**src/rtl/uart_receiver.sv**
```systemverilog
// uart_receiver
//   Oversampling UART receiver (8N1, LSB first) with a small APB read-only
//   register window. The serial line is synchronized by two flops; the byte
//   becomes visible in RX_DATA only when the stop bit is high.
//
//   Optional feature macro: UART_RX_PARITY_EN. When it is defined, an even
//   parity bit follows the data bits and a mismatch sets PERR.
//
// Ports
//   PCLK         single clock
//   PRESETn      asynchronous active-low reset
//   PSEL         APB select
//   PENABLE      APB access phase
//   PWRITE       APB direction (1 = write; writes are accepted and ignored)
//   PADDR[7:0]   APB byte address (0x80 RX_DATA, 0x84 STATUS)
//   PRDATA[7:0]  APB read data, 0x00 outside a read access phase
//   PREADY       high during every access phase (no wait states)
//   i_Rx_Serial  asynchronous serial input, idle high
//   o_Rx_Done    one-cycle pulse per accepted frame
//
// State     | meaning
// IDLE      | line idle, waiting for a synchronized low
// START_BIT | counting to mid start bit to reject glitches
// DATA_BITS | sampling 8 data bits, one per bit period
// PARITY_BIT| sampling even parity (UART_RX_PARITY_EN only)
// STOP_BIT  | sampling stop bit, then publish or flag framing error

module uart_receiver #(
  parameter int unsigned CLKS_PER_BIT = 87
) (
  input  logic       PCLK,
  input  logic       PRESETn,
  input  logic       PSEL,
  input  logic       PENABLE,
  input  logic       PWRITE,
  input  logic [7:0] PADDR,
  output logic [7:0] PRDATA,
  output logic       PREADY,
  input  logic       i_Rx_Serial,
  output logic       o_Rx_Done
);

  localparam logic [7:0] LAST_CNT = 8'(CLKS_PER_BIT - 1);
  localparam logic [7:0] HALF_CNT = 8'((CLKS_PER_BIT - 1) / 2);

`ifdef UART_RX_PARITY_EN
  typedef enum logic [2:0] {IDLE, START_BIT, DATA_BITS, PARITY_BIT, STOP_BIT} state_t;
`else
  typedef enum logic [2:0] {IDLE, START_BIT, DATA_BITS, STOP_BIT} state_t;
`endif

  state_t      state_q, state_d;
  logic        rx_meta_q, rx_sync_q;
  logic [7:0]  cnt_q, cnt_d;
  logic [2:0]  bit_idx_q, bit_idx_d;
  logic [7:0]  shift_q, shift_d;
  logic [7:0]  rx_data_q, rx_data_d;
  logic        valid_q, valid_d;
  logic        ovr_q, ovr_d;
  logic        ferr_q, ferr_d;
  logic        done_q, done_d;
  logic        perr_bit;
`ifdef UART_RX_PARITY_EN
  logic        perr_q, perr_d;
  logic        par_bad_q, par_bad_d;
  logic        par_err;
`endif

  logic        frame_good;
  logic        frame_ferr;
  logic        apb_rd;
  logic        rd_data;
  logic        rd_status;
  logic [7:0]  status;

  assign apb_rd    = PSEL & PENABLE & ~PWRITE;
  assign rd_data   = apb_rd & (PADDR == 8'h80);
  assign rd_status = apb_rd & (PADDR == 8'h84);

`ifdef UART_RX_PARITY_EN
  assign perr_bit = perr_q;
`else
  assign perr_bit = 1'b0;
`endif

  assign status = {4'h0, perr_bit, ferr_q, ovr_q, valid_q};

  // Reset is folded in so the bus outputs are quiet while PRESETn is low,
  // even if a master holds PSEL/PENABLE.
  always_comb begin
    PREADY = PSEL & PENABLE & PRESETn;
    PRDATA = 8'h00;
    if (PRESETn && apb_rd && PADDR[7]) begin
      if (PADDR == 8'h80)      PRDATA = rx_data_q;
      else if (PADDR == 8'h84) PRDATA = status;
      else                     PRDATA = 8'h00;
    end
  end

  assign o_Rx_Done = done_q;

  always_comb begin
    state_d    = state_q;
    cnt_d      = cnt_q;
    bit_idx_d  = bit_idx_q;
    shift_d    = shift_q;
    rx_data_d  = rx_data_q;
    valid_d    = valid_q;
    ovr_d      = ovr_q;
    ferr_d     = ferr_q;
    done_d     = 1'b0;
    frame_good = 1'b0;
    frame_ferr = 1'b0;
`ifdef UART_RX_PARITY_EN
    perr_d     = perr_q;
    par_bad_d  = par_bad_q;
    par_err    = 1'b0;
`endif

    case (state_q)
      IDLE: begin
        cnt_d     = 8'd0;
        bit_idx_d = 3'd0;
        if (!rx_sync_q) begin
          state_d = START_BIT;
`ifdef UART_RX_PARITY_EN
          par_bad_d = 1'b0;
`endif
        end
      end
      START_BIT: begin
        if (cnt_q == HALF_CNT) begin
          cnt_d   = 8'd0;
          // A line that is high again at mid start bit was a glitch.
          state_d = rx_sync_q ? IDLE : DATA_BITS;
        end else begin
          cnt_d = cnt_q + 8'd1;
        end
      end
      DATA_BITS: begin
        if (cnt_q == LAST_CNT) begin
          cnt_d   = 8'd0;
          shift_d = {rx_sync_q, shift_q[7:1]};
          if (bit_idx_q == 3'd7) begin
`ifdef UART_RX_PARITY_EN
            state_d = PARITY_BIT;
`else
            state_d = STOP_BIT;
`endif
            bit_idx_d = 3'd0;
          end else begin
            bit_idx_d = bit_idx_q + 3'd1;
          end
        end else begin
          cnt_d = cnt_q + 8'd1;
        end
      end
`ifdef UART_RX_PARITY_EN
      PARITY_BIT: begin
        if (cnt_q == LAST_CNT) begin
          cnt_d   = 8'd0;
          state_d = STOP_BIT;
          if ((^shift_q) != rx_sync_q) begin
            par_err   = 1'b1;
            par_bad_d = 1'b1;
          end
        end else begin
          cnt_d = cnt_q + 8'd1;
        end
      end
`endif
      STOP_BIT: begin
        if (cnt_q == LAST_CNT) begin
          cnt_d   = 8'd0;
          state_d = IDLE;
          if (!rx_sync_q) begin
            frame_ferr = 1'b1;
`ifdef UART_RX_PARITY_EN
          end else if (!par_bad_q) begin
`else
          end else begin
`endif
            frame_good = 1'b1;
          end
        end else begin
          cnt_d = cnt_q + 8'd1;
        end
      end
      default: begin
        state_d = IDLE;
        cnt_d   = 8'd0;
      end
    endcase

    // Read side effects first, so a frame landing on the same edge wins.
    if (rd_data) valid_d = 1'b0;
    if (rd_status) begin
      ovr_d  = 1'b0;
      ferr_d = 1'b0;
`ifdef UART_RX_PARITY_EN
      perr_d = 1'b0;
`endif
    end

    if (frame_good) begin
      rx_data_d = shift_q;
      valid_d   = 1'b1;
      done_d    = 1'b1;
      // Byte being read on this edge is not lost, so no overrun.
      if (valid_q && !rd_data) ovr_d = 1'b1;
    end
    if (frame_ferr) ferr_d = 1'b1;
`ifdef UART_RX_PARITY_EN
    if (par_err) perr_d = 1'b1;
`endif
  end

  always_ff @(posedge PCLK or negedge PRESETn) begin
    if (!PRESETn) begin
      state_q   <= IDLE;
      rx_meta_q <= 1'b1;
      rx_sync_q <= 1'b1;
      cnt_q     <= 8'd0;
      bit_idx_q <= 3'd0;
      shift_q   <= 8'h00;
      rx_data_q <= 8'h00;
      valid_q   <= 1'b0;
      ovr_q     <= 1'b0;
      ferr_q    <= 1'b0;
      done_q    <= 1'b0;
`ifdef UART_RX_PARITY_EN
      perr_q    <= 1'b0;
      par_bad_q <= 1'b0;
`endif
    end else begin
      state_q   <= state_d;
      rx_meta_q <= i_Rx_Serial;
      rx_sync_q <= rx_meta_q;
      cnt_q     <= cnt_d;
      bit_idx_q <= bit_idx_d;
      shift_q   <= shift_d;
      rx_data_q <= rx_data_d;
      valid_q   <= valid_d;
      ovr_q     <= ovr_d;
      ferr_q    <= ferr_d;
      done_q    <= done_d;
`ifdef UART_RX_PARITY_EN
      perr_q    <= perr_d;
      par_bad_q <= par_bad_d;
`endif
    end
  end

endmodule

```
**config.mk**
```make
export PLATFORM = sky130hd
export DESIGN_NAME = uart_receiver
export DESIGN_NICKNAME = d
export VERILOG_FILES = /design/src/rtl/uart_receiver.sv
export SDC_FILE = /design/constraint.sdc
export NUM_CORES = 1
export LEC_CHECK = 0
export CORE_ASPECT_RATIO = 2
export CORE_MARGIN = 2
export CORE_UTILIZATION = 35
export CTS_CLUSTER_DIAMETER = 80
export DETAILED_ROUTE_END_ITERATION = 16
export PLACE_DENSITY = 0.54
export SETUP_SLACK_MARGIN = 0.02
export SYNTH_ARGS = -nofsm -noshare
export SYNTH_HDL_FRONTEND = slang
export SYNTH_SLANG_ARGS = --single-unit
```
**constraint.sdc**
```tcl
create_clock -name PCLK -period 2.2 [get_ports PCLK]
set_input_delay 0.44 -clock PCLK [delete_from_list [all_inputs] [get_ports PCLK]]
set_output_delay 0.44 -clock PCLK [all_outputs]
set_load 0.01 [all_outputs]
```
Yosys cells after proc, flatten, opt, wreduce, memory -nomap -nowiden

Index checks and enable logic that the tools add are counted.
Widths: inputs -> output; s select.

Flip-flop bits (word level): 36
Latch bits: 0
RAM bits: 0
Memory bits (read-only): 0
Logic and storage cells: 74
Memories kept: 0

Add/sub/neg operators: 2
Multipliers: 0
Divide/modulo/power cells: 0
Magnitude comparators: 0
Equal/unequal tests: 13
Shifts and indexed selects: 0
Multiplexer cells: 30
Bitwise operators: 6
Reductions and logical operators: 12

Operators with widths:

| cell                | number |
|---|---|
| $mux 8              | 4 |
| $mux 3              | 8 |
| $eq 8x8->1 const B  | 2 |
| $pmux 8 s2          | 1 |
| $mux 1              | 14 |
| $pmux 3 s4          | 1 |
| $ne 2x2->1 const B  | 5 |
| $add 8x1->8 const B | 1 |
| $eq 8x6->1 const B  | 1 |
| $eq 8x7->1 const B  | 1 |
| $eq 3x2->1 const B  | 2 |
| $pmux 3 s2          | 1 |
| $reduce_bool 2->1   | 3 |
| $and 1x1->1         | 5 |
| $reduce_and 5->1    | 1 |
| $reduce_and 2->1    | 2 |
| $add 3x1->3 const B | 1 |
| $eq 3x1->1 const B  | 1 |
| $eq 3x3->1 const B  | 1 |
| $logic_and 1x1->1   | 3 |
| $logic_not 3->1     | 1 |
| $mux 2              | 1 |
| $reduce_or 2->1     | 1 |
| $logic_not 1->1     | 1 |
| $not 1->1           | 1 |

Depth between registers and ports, before layout

Word-level depth: 7
Gate-level depth with buffers: 5

Least setup slack after synthesis

OpenSTA, ideal clock, no wires.

Kind: input to output
Start: input port PADDR[5]
End: output port PRDATA[3]
Data arrival time: 1497 ps
Required time: 1760 ps
Slack: 263 ps
Stages on the path: 3
Path buffers: 0
Cell sequence: or4b_4 nor4_4 and2_1

Cells in the longest elaborated chain, start to end: 3

RTL lines:

| what        | line | RTL |
|---|---|---|
| from (decl) | 36   | `input logic [7:0] PADDR,` |
| $eq 8x8->1  | 94   | `if (PADDR == 8'h80) PRDATA = rx_data_q;` |
| $mux 8      | 94   |  |
| $mux 8      | 93   | `if (PRESETn && apb_rd && PADDR[7]) begin` |
| to (decl)   | 37   | `output logic [7:0] PRDATA,` |

No other way between the ends.

Final worst setup path

Start: input port PADDR[5]
End: output port PRDATA[6]

The elaborated chain is that of the path after synthesis.

==> flow_summary_export.csv <==
group,metric,value,unit
status,status,"complete, but fails checks",
setup_path,crit_fanout,3,
setup_path,cp.required,1.76,ns
floorplanning,fp.dieW,54.0,um
placed_design,place_congestion,0.762,
cts,clkTransAtPathRegs,0.07,ns
layout,insertedDiodeCount,0,
placed_design,pre_cts_ws,-0.810,ns
global_routing,grt_usage,15.8,%
sta,setup_viol,4,
setup_path,worstReg2RegStart,"cnt_q[0]$_DFF_PN0_",
layout,fin_cells,253,
layout,area_delta_synth_final,32.9,%
sta,maxSlewViolCount,0,
cts,max-clock-path-buffers,2,
global_routing,overflow,0,
synth,synth_top_family_by_area,"simple AND/OR/NAND/NOR gates",
synth,ys_types,44,
sta,hold_viol,0,
power_and_ir_drop,leakage,1.09,nW
setup_path,worstSetupStartpointType,"input pin",
placed_design,dp_hpwl,2940,um
cts,clkLatencyLatePin,0.28,ns
synth,synth-compound-area-share,10.3,%
job,cap_viol_max_count,0,
cts,cts_buffers,5,
power_and_ir_drop,p_per_area,595,nW/um^2
cts,postCtsHoldBufs,0,
synth,synth_xor_area_share,1.50,%
routing,drcViolationCount,0,
synth,syn_inst,147,
routing,finalWirelength,3960,um
layout,fin_util,48.2,%
worst_hold_path,holdCritPathClass,"reg -> reg",
floorplanning,die_h,104,um
synth,syn_area,1750,sq um
floorplanning,num_rows,36,
placed_design,placedCellCount,239,
worst_hold_path,min_from,"rx_meta_q$_DFF_PN1_",
global_routing,grt_pass1_vias,1476,
synth,synth_edf_count,0,
setup_path,rr_endpoint,"shift_q[4]$_DFFE_PN0P_",
worst_hold_path,holdPathEnd,"rx_sync_q$_DFF_PN1_",
global_routing,grt_pass1_wl,6690,um
power_and_ir_drop,vdd_ir_drop_max,501,uV
synth,synth_top_area_cell,"dfrtp_1",
layout,layout_commonest_cell,"dfrtp_1",
sta,slew_headroom,70.3,%
power_and_ir_drop,power,1.38,mW
sta,fin_crit_sh,106,%
sta,finClkSkew,0.00546,ns
status,violations,"negative setup slack",
setup_path,crit_type,"in -> out",
synth,ys_seq_area_share,50.3,%
global_routing,grt_max_degree,28,
layout,fin_nets,213,
synth,yosysTopAreaCellShare,47.3,%
cts,htree_num_levels,2,
sta,period_needed,2.32,ns
routing,wl_per_cell,15.6,um
floorplanning,start_util,36.2,%
floorplanning,num_io_pins,24,
layout,drive_gt1_share,39.8,%
sta,worst_pin_slew,0.446,ns
synth,ys_seq_elements,35,
setup_path,worstPathArrival,1.88,ns
synth,synthSimpleGateAreaFrac,23.6,%
synth,synth_warnings,0,
setup_path,endpoint_kind,"primary output",
sta,holdWs,0.357,ns
worst_hold_path,hold_depth,0,
sta,grt_setup_unrepaired,"yes",
placed_design,numPortBuffers,23,
synth,synth_flop_cell,"dfrtp_1",
synth,yosys-top-cells-area,"dfrtp_1 47%, mux2_2 10%, nand3_1 3.4%, a21oi_1 3.2%, dfstp_2 3.0%",
floorplanning,design.core.area,4820,sq um
synth,postSynthAreaPerCell,11.9,sq um
synth,synth.area.mux_share,10.3,%
layout,final_cell_mix,"33 x dfrtp_1, 19 x buf_4, 16 x mux2_2",
routing,detail-route-antenna-nets,0,
routing,routed_via_density,5.41,
routing,num_vias,1369,
synth,async_flop_share,100,%
setup_path,r2r_slack,0.37,ns
floorplanning,dieArea,5610,sq um
global_routing,antenna_found_initial,0,
routing,dr.pass1.iters,4,
sta,fin_ws,-0.122,ns
synth,synthesis.nets,165,
sta,fmax,431,MHz
cts,clock-sinks,35,
cts,cts_tree,"yes",
cts,clockRootBuffer,"clkbuf_8",
synth,yosys.area_share.adder,2.87,%
routing,initialDrtViolationCount,17,
setup_path,r2r_cells,5,
## per-layer routing
metal | GRT usage [%] | part of all wire (%)
met1 | 16.1 | 34
met5 | 0 | 0
met4 | 5.49 | 1.7
met3 | 2.73 | 3.7
met2 | 29.7 | 60
## critical path, cell delays in order
cell	delay [ns]
buf_6	0.09
or4b_4	0.55
nor4_4	0.31
buf_4	0.17
buf_6	0.09
and2_4	0.13
buf_6	0.09
## worst max-delay path by stage
stage,startpoint,endpoint,depth (start not counted)
floorplan,PADDR[5],PRDATA[3],3
global placement,PADDR[4],PRDATA[6],5
detailed placement,PADDR[5],PRDATA[5],5
CTS,PADDR[3],PRDATA[6],7
global route,PADDR[5],PRDATA[4],7
finish,PADDR[5],PRDATA[6],7
## layout make-up
type	instances	area (sq um)
Clock inverter	3	43.8
Sequential cell	35	878
Clock buffer	5	68.8
Tap cell	57	71.3
Timing Repair Buffer	44	367
Inverter	1	3.75
Fill cell	454	2500
Multi-Input combinational cell	108	888
## sequential cells by signal (all words and copies together) (netlist names)
| signal | flops |
|---|---|
| bit_idx_q | 3 |
| valid_q | 1 |
| rx_data_q | 8 |
| rx_meta_q | 1 |
| shift_q | 8 |
| cnt_q | 8 |
| ovr_q | 1 |
| ferr_q | 1 |
| rx_sync_q | 1 |
| state_q | 2 |
| o_Rx_Done | 1 |
## report_power, final
group	internal (mW)	switching, mW	leakage [nW]
Sequential	0.657	0.0216	0.470
Clock	0.337	0.230	0.0581
Combinational	0.0687	0.0667	0.561
## cells in the mapped netlist, types with 2 or more instances
master and n:
nor2b_1 3, nor2_1 2, a21oi_1 11, dfstp_2 2, a221o_1 3, ha_1 4, nand4_1 3, and3_1 2
nand2_1 8, o31ai_1 2, nand3_1 12, a22oi_1 3, mux2_2 16, or3_1 3, dfrtp_1 33, and3b_1 2
o21ai_0 2, xor2_1 2, clkbuf_1 2, or4_1 2, nor3b_1 2, and2_1 6
## timing repair
action,CTS,global route
setup buffers,5,1
gates cloned,0,0
setup endpoints to repair,9,8
gates resized for setup,68,11
hold endpoints to repair,0,0
pin swaps,7,2
## kinds of logic after synthesis
kind of cell | Yosys count
AND/OR/NAND/NOR | 58
flip-flops | 35
AO/OA/AOI/OAI | 27
multiplexers | 16
buffers and inverters | 4
adder cells (fa/ha/maj) | 4
XOR/XNOR | 3
## per-stage QoR
| stage | TNS, ns | cell area (sq um) |
|---|---|---|
| global placement | -5.38 | 2150 |
| CTS | -0.449 | 2310 |
| finish | -0.400 | 2320 |
| detailed placement | -5.85 | 2150 |
| global route | -0.703 | 2320 |
| floorplan | 0 | 1750 |
Note: power is estimated with default switching activity, not from simulation.
